--- src/rtl/dec_pkg.sv ---
// -----------------------------------------------------------------------------
// dec_pkg
// Shared constants and types for the 5-to-32 row/word-line select decoder.
//   DEC_IN_W  : width of the binary index
//   DEC_OUT_W : width of the one-hot select vector (2**DEC_IN_W)
//   sel_t     : one-hot select vector type used by array periphery consumers
// -----------------------------------------------------------------------------
package dec_pkg;

  localparam int DEC_IN_W  = 5;
  localparam int DEC_OUT_W = 32;

  typedef logic [DEC_OUT_W-1:0] sel_t;

endpackage : dec_pkg

--- src/rtl/onehot_dec.sv ---
// -----------------------------------------------------------------------------
// onehot_dec
// Purely combinational, enable-gated binary-to-one-hot decoder.
//   en  : decode enable; 0 forces all select lines low
//   din : binary index
//   sel : one-hot select (bit din set when en=1), all-zero when en=0
// -----------------------------------------------------------------------------
module onehot_dec #(
  parameter int IN_W  = 5,
  parameter int OUT_W = 32
) (
  input  logic             en,
  input  logic [IN_W-1:0]  din,
  output logic [OUT_W-1:0] sel
);

  always_comb begin
    // NOTE: default assignment first so every path drives sel; no latch is inferred.
    sel = '0;
    if (en) begin
      sel = OUT_W'(1) << din;
    end
  end

endmodule : onehot_dec

--- src/rtl/decoder_5to32.sv ---
// -----------------------------------------------------------------------------
// decoder_5to32
// Registered 5-to-32 one-hot decoder with enable. One clock of latency; the
// select lines come straight from flops so they are glitch-free.
//   clk        : rising-edge clock
//   rst_n      : asynchronous active-low reset, clears dout and dout_valid
//   en         : decode enable; 0 drives all select lines inactive
//   din        : binary index to decode
//   dout       : registered one-hot select, active-high
//   dout_valid : registered copy of en; 1 when dout holds a decoded value
// -----------------------------------------------------------------------------
module decoder_5to32
  import dec_pkg::*;
#(
  parameter int IN_W  = DEC_IN_W,
  parameter int OUT_W = DEC_OUT_W
) (
  input  logic             clk,
  input  logic             rst_n,
  input  logic             en,
  input  logic [IN_W-1:0]  din,
  output logic [OUT_W-1:0] dout,
  output logic             dout_valid
);

  // A full decode needs exactly one output line per index value.
  if (OUT_W != (1 << IN_W)) begin : g_bad_width
    $fatal(1, "decoder_5to32: OUT_W (%0d) must equal 2**IN_W (%0d)", OUT_W, 1 << IN_W);
  end

  logic [OUT_W-1:0] sel_next;

  onehot_dec #(
    .IN_W (IN_W),
    .OUT_W(OUT_W)
  ) u_onehot_dec (
    .en (en),
    .din(din),
    .sel(sel_next)
  );

  always_ff @(posedge clk or negedge rst_n) begin
    // NOTE: non-blocking assignments keep every flop updating from pre-edge values.
    if (!rst_n) begin
      dout       <= '0;
      dout_valid <= 1'b0;
    end else begin
      dout       <= sel_next;
      dout_valid <= en;
    end
  end

  // Index must be fully known whenever a decode is requested.
  a_din_known: assert property (@(posedge clk) disable iff (!rst_n)
    en |-> !$isunknown(din))
    else $error("decoder_5to32: X/Z on din while en=1");

  // Never more than one select line active.
  a_onehot0: assert property (@(posedge clk) disable iff (!rst_n)
    $onehot0(dout))
    else $error("decoder_5to32: dout not one-hot/zero: %h", dout);

  // A line is active exactly when the output is marked valid.
  a_valid_consistent: assert property (@(posedge clk) disable iff (!rst_n)
    (dout != '0) == dout_valid)
    else $error("decoder_5to32: dout/dout_valid disagree: %h/%b", dout, dout_valid);

endmodule : decoder_5to32

--- config.mk ---
export PLATFORM = sky130hd
export DESIGN_NAME = decoder_5to32
export DESIGN_NICKNAME = d
export VERILOG_FILES = /design/src/rtl/dec_pkg.sv /design/src/rtl/onehot_dec.sv /design/src/rtl/decoder_5to32.sv
export SDC_FILE = /design/constraint.sdc
export NUM_CORES = 1
export LEC_CHECK = 0
export ABC_AREA = 1
export BUFFER_PORTS_ARGS = -buffer_cell sky130_fd_sc_hd__buf_2
export CAP_MARGIN = 15
export CORE_ASPECT_RATIO = 1.25
export CORE_MARGIN = 5
export CORE_UTILIZATION = 50
export CTS_CLUSTER_SIZE = 40
export DETAILED_ROUTE_END_ITERATION = 8
export PLACE_DENSITY = 0.88
export RECOVER_POWER = 50
export SYNTH_ARGS = -nofsm -noshare
export SYNTH_HDL_FRONTEND = slang
export SYNTH_HIERARCHICAL = 1
export SYNTH_SLANG_ARGS = --single-unit
export TNS_END_PERCENT = 100
--- constraint.sdc ---
create_clock -name clk -period 0.9 [get_ports clk]
set_input_delay 0.09 -clock clk [delete_from_list [all_inputs] [get_ports clk]]
set_output_delay 0.09 -clock clk [all_outputs]
set_load 0.02 [all_outputs]
Word-level counts from Yosys, hierarchy flattened:

Cells that the tools add are included.

* input bits: 8
* logic and storage cells: 4
* output and inout port bits: 33
* flip-flop bits (word level): 33

* shift operators: 1
* multiplexer cells: 1

Operators with widths (number)
* 32-bit two-way mux: 1
* 1-bit by 5-bit left shift with 32-bit output, first input constant: 1

Depth between registers and ports, before layout:

Gate-level depths: netlist (run 1).

* depth after elaboration: 2
* gate-level depth with buffers: 4
* gate-level depth less buffers: 4

Cells and area by module:

The synthesis (run 1) kept the hierarchy.

By module, submodules not included
* decoder_5to32: sequential area each 825.8 um^2, area each 825.8 um^2, times used 1, cells an instance 33
* onehot_dec: sequential area each 0.0 um^2, area each 267.8 um^2, times used 1, cells an instance 62

Least setup slack after synthesis (run 1):

Ideal clock, no wire load.

* kind: input to register
* start: in din[4]
* end: reg dout[10]
* arrival time: 0.500 ns
* path slack: 0.279 ns
* cell stages on the path: 4
* buffers on the path: 1
* setup time: 0.121 ns
* data required time: 0.779 ns
* path through: inv_1 nand2_1 buf_2 nor2_1

* longest elaborated chain between the ends: 2

Ends and longest elaborated chain
* start: declaration: line decoder_5to32.sv:21 `input logic [IN_W-1:0] din,`
* 1-bit by 5-bit left shift with 32-bit output: line onehot_dec.sv:21 `sel = OUT_W'(1) << din;`
* 32-bit two-way mux: line onehot_dec.sv:20 `if (en) begin`
* via sel_next[10]: line decoder_5to32.sv:31 `logic [OUT_W-1:0] sel_next;`
* end signal: assignment: line decoder_5to32.sv:48 `dout <= sel_next;`
* end: declaration: line decoder_5to32.sv:22 `output logic [OUT_W-1:0] dout,`

The timed path passes the listed nets, and every way through them passes these cells.

Worst setup path after layout (run 1):

* start: reg dout[7]
* end: out dout[7]

No word-level cell between the ends.

==> results of run 1 <==
synth_stat cells:
library cell	instances
nor2_1	33
nand3_1	12
nor2_2	2
buf_2	4
nand2_1	2
nand4_1	4
inv_1	1
inv_2	4
dfrtp_1	33
through the flow:
step,power [mW],setup TNS (ns)
2_1_floorplan,1.62,0
3_3_place_gp,1.71,0
3_5_place_dp,1.72,0
4_1_cts,2.54,-1.11
5_1_grt,2.63,-2.06
6_report,2.50,-0.600
sequential cells by signal, indices dropped and copies added, names as in the netlist:
register and flops:
dout 32, dout_valid 1
metal layers:
metal | vias to the layer above | global-route usage, %
li1 | 394 | -
met3 | 3 | 4.78
met4 | 0 | 9.84
met5 | - | 0
met1 | 402 | 19.7
met2 | 28 | 27.5
what timing repair did:
action	in CTS	in global routing
resized for setup	66	2
setup endpoints to repair	33	64
hold endpoints to repair	34	0
hold buffers	2	0
layout make-up:
class | count | area (µm²)
clock buffer | 7 | 55.1
inverter | 5 | 18.8
sequential | 33 | 826
multi-input combinational | 53 | 229
fill | 127 | 528
tap | 21 | 26.3
timing repair buffer | 45 | 457
logic make-up after synthesis:
family                 after synthesis  synth area share [%]
and+or+nand+nor                     53                  20.9
DFF                                 33                  75.5
buffers and inverters                9                  3.55
power by group through the flow:
stage / Combinational (mW) / Clock (mW) / Sequential (mW)
4_1_cts: 0.214 / 0.817 / 1.50
3_5_place_dp: 0.188 / 0 / 1.53
2_1_floorplan: 0.0693 / 0 / 1.55
5_1_grt: 0.229 / 0.899 / 1.51
3_3_place_gp: 0.180 / 0 / 1.53
6_report: 0.210 / 0.781 / 1.50
final timing paths:
kind,start,to,depth (start not counted),slack (ns)
min in group asynchronous,rst_n,dout[14],3,0.35
setup / recovery,dout[7],dout[7],1,-0.04
max in group asynchronous,rst_n,dout[0],3,0.25
hold / removal,din[0],dout[15],3,0.10
==> impl_metrics.csv, run 1 <==
group,metric,value,unit
route,wirelength,2390,µm
placement,post-dp-hpwl,1560,µm
placement,pre_cts_ws,0.117,ns
power_and_ir_drop,p_switching,0.558,mW
clock_network,cts_buffers,5,
route,wl_met3,121,µm
floorplan,die_w,51.8,µm
route,drt_pass1_iterations,4,
clock_network,clk_pin_slew,0.09,ns
route,route.vias.total,827,
layout,stdcell_count,164,
sta,setup_viol,33,
critical_path,path_cells,"buf_6",
route,viasPerCell,5.04,
floorplan,rows,19,
route,highest_layer,"met4",
route,ant_nets,0,
grt,overflow,0,
layout,fin_nets,151,
placement,io_buffers,40,
sta,period_minus_slack,0.941,ns
floorplan,die_y,62.3,µm
critical_path,cp.buffers_inverters,1,
floorplan,die_area,3230,µm²
grt,grt_pass1_vias,824,
power_and_ir_drop,irDropWorstVdd,1.09,mV
floorplan,fp.coreArea,2140,µm²
synthesis,syn_area,1090,µm²
placement,place.gp.congestion,0.811,
grt,grt_max_degree,34,
floorplan,pin_count,41,
synthesis,yosys.area.top_type,"dfrtp_1",
critical_path,path_delay_family,"flip-flops",
sta,worst_slack,-0.0409,ns
critical_path,worst-setup-path-type,"flip-flop to output pin",
layout,layout_common_cells,"35 x buf_6, 33 x dfrtp_1, 33 x nor2_1",
outcome,outcome,"complete, but fails checks",
synthesis,ys_warn_count,6,
outcome,violations,"negative setup slack",
placement,placedCellCount,155,
critical_path,cp_max_fo,1,
clock_network,cts_tree,"yes",
route,wl_met1,910,µm
job,maxCapViolations,0,
layout,area_growth,47.4,%
critical_path,cpMaxStageDelayCell,"dfrtp_1",
route,drc,0,
worst_hold_path,hp-class,"input pin to flip-flop",
critical_path,worstPathRequired,0.81,ns
layout,drive_above_1_share,38.5,%
power_and_ir_drop,p_int,1.94,mW
synthesis,synth_top_area_share,75.5,%
floorplan,initial_core_util,51.1,%
power_and_ir_drop,p_comb_share,8.4,%
clock_network,htreeDepth,2,
critical_path,start_kind,"flip-flop",
sta,hold_viol,0,
synthesis,yosys-top-cells-area,"dfrtp_1 76%, nor2_1 11%, nand3_1 5.5%",
route,met2WireLength,1330,µm
clock_network,cts_buffer_depth,2,
route,post_drt_wl_per_cell,14.6,µm
synthesis,syn-instance-count,95,
sta,drv_slew,0,
layout,n_antenna_cell,0,
grt,grt_antenna_before_repair,0,
synthesis,synth_seq_cells,33,
grt,grt_pass1_wl,3930,µm
sta,rsz0062_at_grt,"true",
critical_path,crit_path_end_kind,"output pin",
power_and_ir_drop,pwr-share-clk,31.3,%
clock_network,post-cts-setup-buffers,0,
critical_path,cp_data_arrival_time,0.85,ns
layout,fin_area,1610,µm²
layout,layout_commonest_cell,"buf_6",
power_and_ir_drop,switching_share,22.4,%
critical_path,cpPeakStageDelay,0.40,ns
synthesis,synth_nets,103,
sta,timing.max_slew.rel_slack,72.3,%
synthesis,ys_types,9,
sta,post-route-period-util,105,%
synthesis,syn_avg_cell_area,11.5,µm²
synthesis,ys_seq_area_share,75.5,%
layout,final_core_util,75.3,%
power_and_ir_drop,p_per_area,1550,nW/µm²
sta,fin_worst_hold_slack,0.102,ns
sta,fmax,1060,MHz
clock_network,cts_root_buf,"clkbuf_4",
grt,grtUsageTotal,17.1,%
clock_network,cts_num_sinks,33,
sta,worstMarginPinSlew,0.416,ns
placement,placed_area,1340,µm²
route,drtIter0Drc,29,
power_and_ir_drop,p_leak,0.828,nW
power_and_ir_drop,power.share.sequential,60.3,%
No activity file was read; power rests on OpenSTA's default activity.
==> run 2, diff against run 1 <==
Settings changed: ABC_AREA 1 to 0, CORE_UTILIZATION 50 to 49, PLACE_DENSITY 0.88 to 0.87.
==> run 2 against run 1 <==
  * The run still ends with negative setup slack left
  * Synthesized area shrank 3.1%
  * Core utilization grew 2.3 points
  * First-iteration DRC count shrank 38%
  * Combinational power shrank 8%
  * Critical path depth is the same
  * Flip-flop and latch count is the same
  * Sequential power is essentially flat
  * Synthesized cell count shrank 16%
  * Worst hold slack lost 0.050 ns
  * Count of clock-buffer cells in the layout grew 1
  * Critical endpoint is now dout[25]
  * Largest cell class unchanged
  * Highest routed layer unchanged
==> impl_metrics.csv, run 2 <==
group,metric,value,unit
synthesis,synth_nets,88,
grt,overflow,0,
synthesis,ys_warn_count,6,
sta,hold_viol,0,
clock_network,cts_buffer_depth,2,
floorplan,die_w,51.6,µm
synthesis,ys_types,10,
sta,setup_viol,33,
outcome,outcome,"complete, but fails checks",
sta,rsz0062_at_grt,"true",
power_and_ir_drop,p_leak,0.798,nW
route,drt_pass1_iterations,4,
grt,grt_max_degree,34,
critical_path,cpPeakStageDelay,0.40,ns
synthesis,yosys.area.top_type,"dfrtp_1",
layout,drive_above_1_share,38.9,%
layout,regMostFlops,"dout",
critical_path,crit_path_end_kind,"output pin",
floorplan,pin_count,41,
critical_path,path_delay_family,"flip-flops",
floorplan,die_y,62.0,µm
sta,worst_slack,-0.0440,ns
placement,place.gp.congestion,0.816,
sta,fin_setup_tns,-0.784,ns
synthesis,syn_avg_cell_area,13.2,µm²
route,route.vias.total,765,
floorplan,initial_core_util,52.3,%
sta,period_minus_slack,0.944,ns
grt,grt_antenna_before_repair,0,
layout,n_antenna_cell,0,
critical_path,worst-setup-path-type,"flip-flop to output pin",
sta,drv_slew,0,
synthesis,post-synth-top-count-cell,"dfrtp_1",
power_and_ir_drop,total_power,2.43,mW
floorplan,die_area,3200,µm²
clock_network,htreeDepth,2,
placement,post-dp-hpwl,1560,µm
synthesis,yosys-top-cells-area,"dfrtp_1 78%, nor2_1 11%, nand4bb_1 3.2%",
clock_network,cts_root_buf,"clkbuf_4",
clock_network,clk_pin_slew,0.09,ns
grt,grt_pass1_wl,3790,µm
synthesis,syn-instance-count,80,
route,drc,0,
route,ant_nets,0,
layout,fin_nets,138,
route,wirelength,2310,µm
route,drtIter0Drc,18,
outcome,violations,"negative setup slack",
job,maxCapViolations,0,
floorplan,fp.coreArea,2030,µm²
synthesis,synth_seq_cells,33,
critical_path,cp_max_fo,1,
clock_network,post-cts-setup-buffers,0,
synthesis,synthArstFlopShare,100,%
sta,fmax,1060,MHz
clock_network,cts_buffers,5,
sta,worstMarginPinSlew,0.416,ns
layout,layout_common_cells,"33 x dfrtp_1, 33 x buf_6, 32 x nor2_1",
clock_network,cts_num_sinks,33,
grt,grtUsageTotal,17.2,%
critical_path,cpMaxStageDelayCell,"dfrtp_1",
synthesis,netlist_top_cells_count,"33 x dfrtp_1, 32 x nor2_1, 3 x clkbuf_1, 3 x nand4b_1, 3 x nand4bb_1",
sta,timing.max_slew.rel_slack,72.3,%
floorplan,rows,18,
critical_path,worstPathRequired,0.81,ns
placement,io_buffers,40,
synthesis,synth_flop_cell,"dfrtp_1",
power_and_ir_drop,p_per_area,1550,nW/µm²
grt,grt_pass1_vias,823,
critical_path,start_kind,"flip-flop",
worst_hold_path,hp-class,"input pin to flip-flop",
synthesis,ys_seq_area_share,77.9,%
critical_path,cp_data_arrival_time,0.85,ns
layout,reg_top3,"dout (32), dout_valid (1)",
layout,area_growth,48.4,%
layout,largest_reg_flops,32,
synthesis,synth_top_area_share,77.9,%
route,viasPerCell,5.07,
clock_network,cts_tree,"yes",
synthesis,synth-edff-count,0,
power_and_ir_drop,irDropWorstVdd,1.24,mV
synthesis,syn_area,1060,µm²
critical_path,path_cells,"buf_6",
route,post_drt_wl_per_cell,15.3,µm
critical_path,cp.buffers_inverters,1,
sta,post-route-period-util,105,%
run 2: per-stage QoR:
step | std cells | instance area [µm²] | setup WS [ns] | hold WS [ns] | utilization [%]
finish | 151 | 1570 | -0.0440 | 0.0516 | 77.6
global route | 151 | 1570 | -0.0813 | 0.0416 | 77.6
CTS | 151 | 1590 | -0.0588 | 0.0239 | 78.4
detailed placement | 142 | 1320 | -0.0564 | 0.0618 | 65.3
global placement | 142 | 1320 | -0.0248 | 0.0509 | 65.3
floorplan | 80 | 1060 | 0.103 | -0.206 | -
run 2: cells by family (layout without fill, tap and decap cells):
kind of cell  after synthesis  after routing  synth area share, %
flops                      33             33                 77.9
simple gates               44             44                 21.0
buf+inv                     3             54                 1.06
run 2: final cells by class:
cell class | instances | area (µm²)
clock buffers | 8 | 48.8
multi-input cells | 44 | 223
flip-flops and latches | 33 | 826
well taps | 20 | 25.0
repair buffers | 46 | 450
fillers | 123 | 454
run 2: power breakdown:
part | total, mW | switching [mW] | internal (mW)
registers | 1.50 | 0.00783 | 1.50
logic | 0.193 | 0.118 | 0.0750
clock network | 0.734 | 0.423 | 0.311
run 2: layer usage:
metal | share of wire (%) | wire, µm | vias up | global-route usage, %
met5 | 0 | 0 | - | 0
met4 | 2.5 | 57 | 0 | 8.99
met3 | 7.1 | 163 | 6 | 6.21
met2 | 53 | 1230 | 30 | 29.5
met1 | 37 | 853 | 374 | 19.0
li1 | - | - | 355 | -
run 2: repair_timing:
action / CTS / global route
hold buffers: 1 / 0
endpoints found under the hold margin: 33 / 0
resized for setup: 66 / 0
endpoints found under the setup margin: 33 / 33
run 2: worst paths after layout:
path / start / to / slack (ns) / depth (start not counted)
max in group asynchronous: rst_n / dout[27] / 0.26 / 3
min: din[1] / dout[16] / 0.05 / 3
max: dout[25] / dout[25] / -0.04 / 1
min in group asynchronous: rst_n / dout[9] / 0.34 / 3
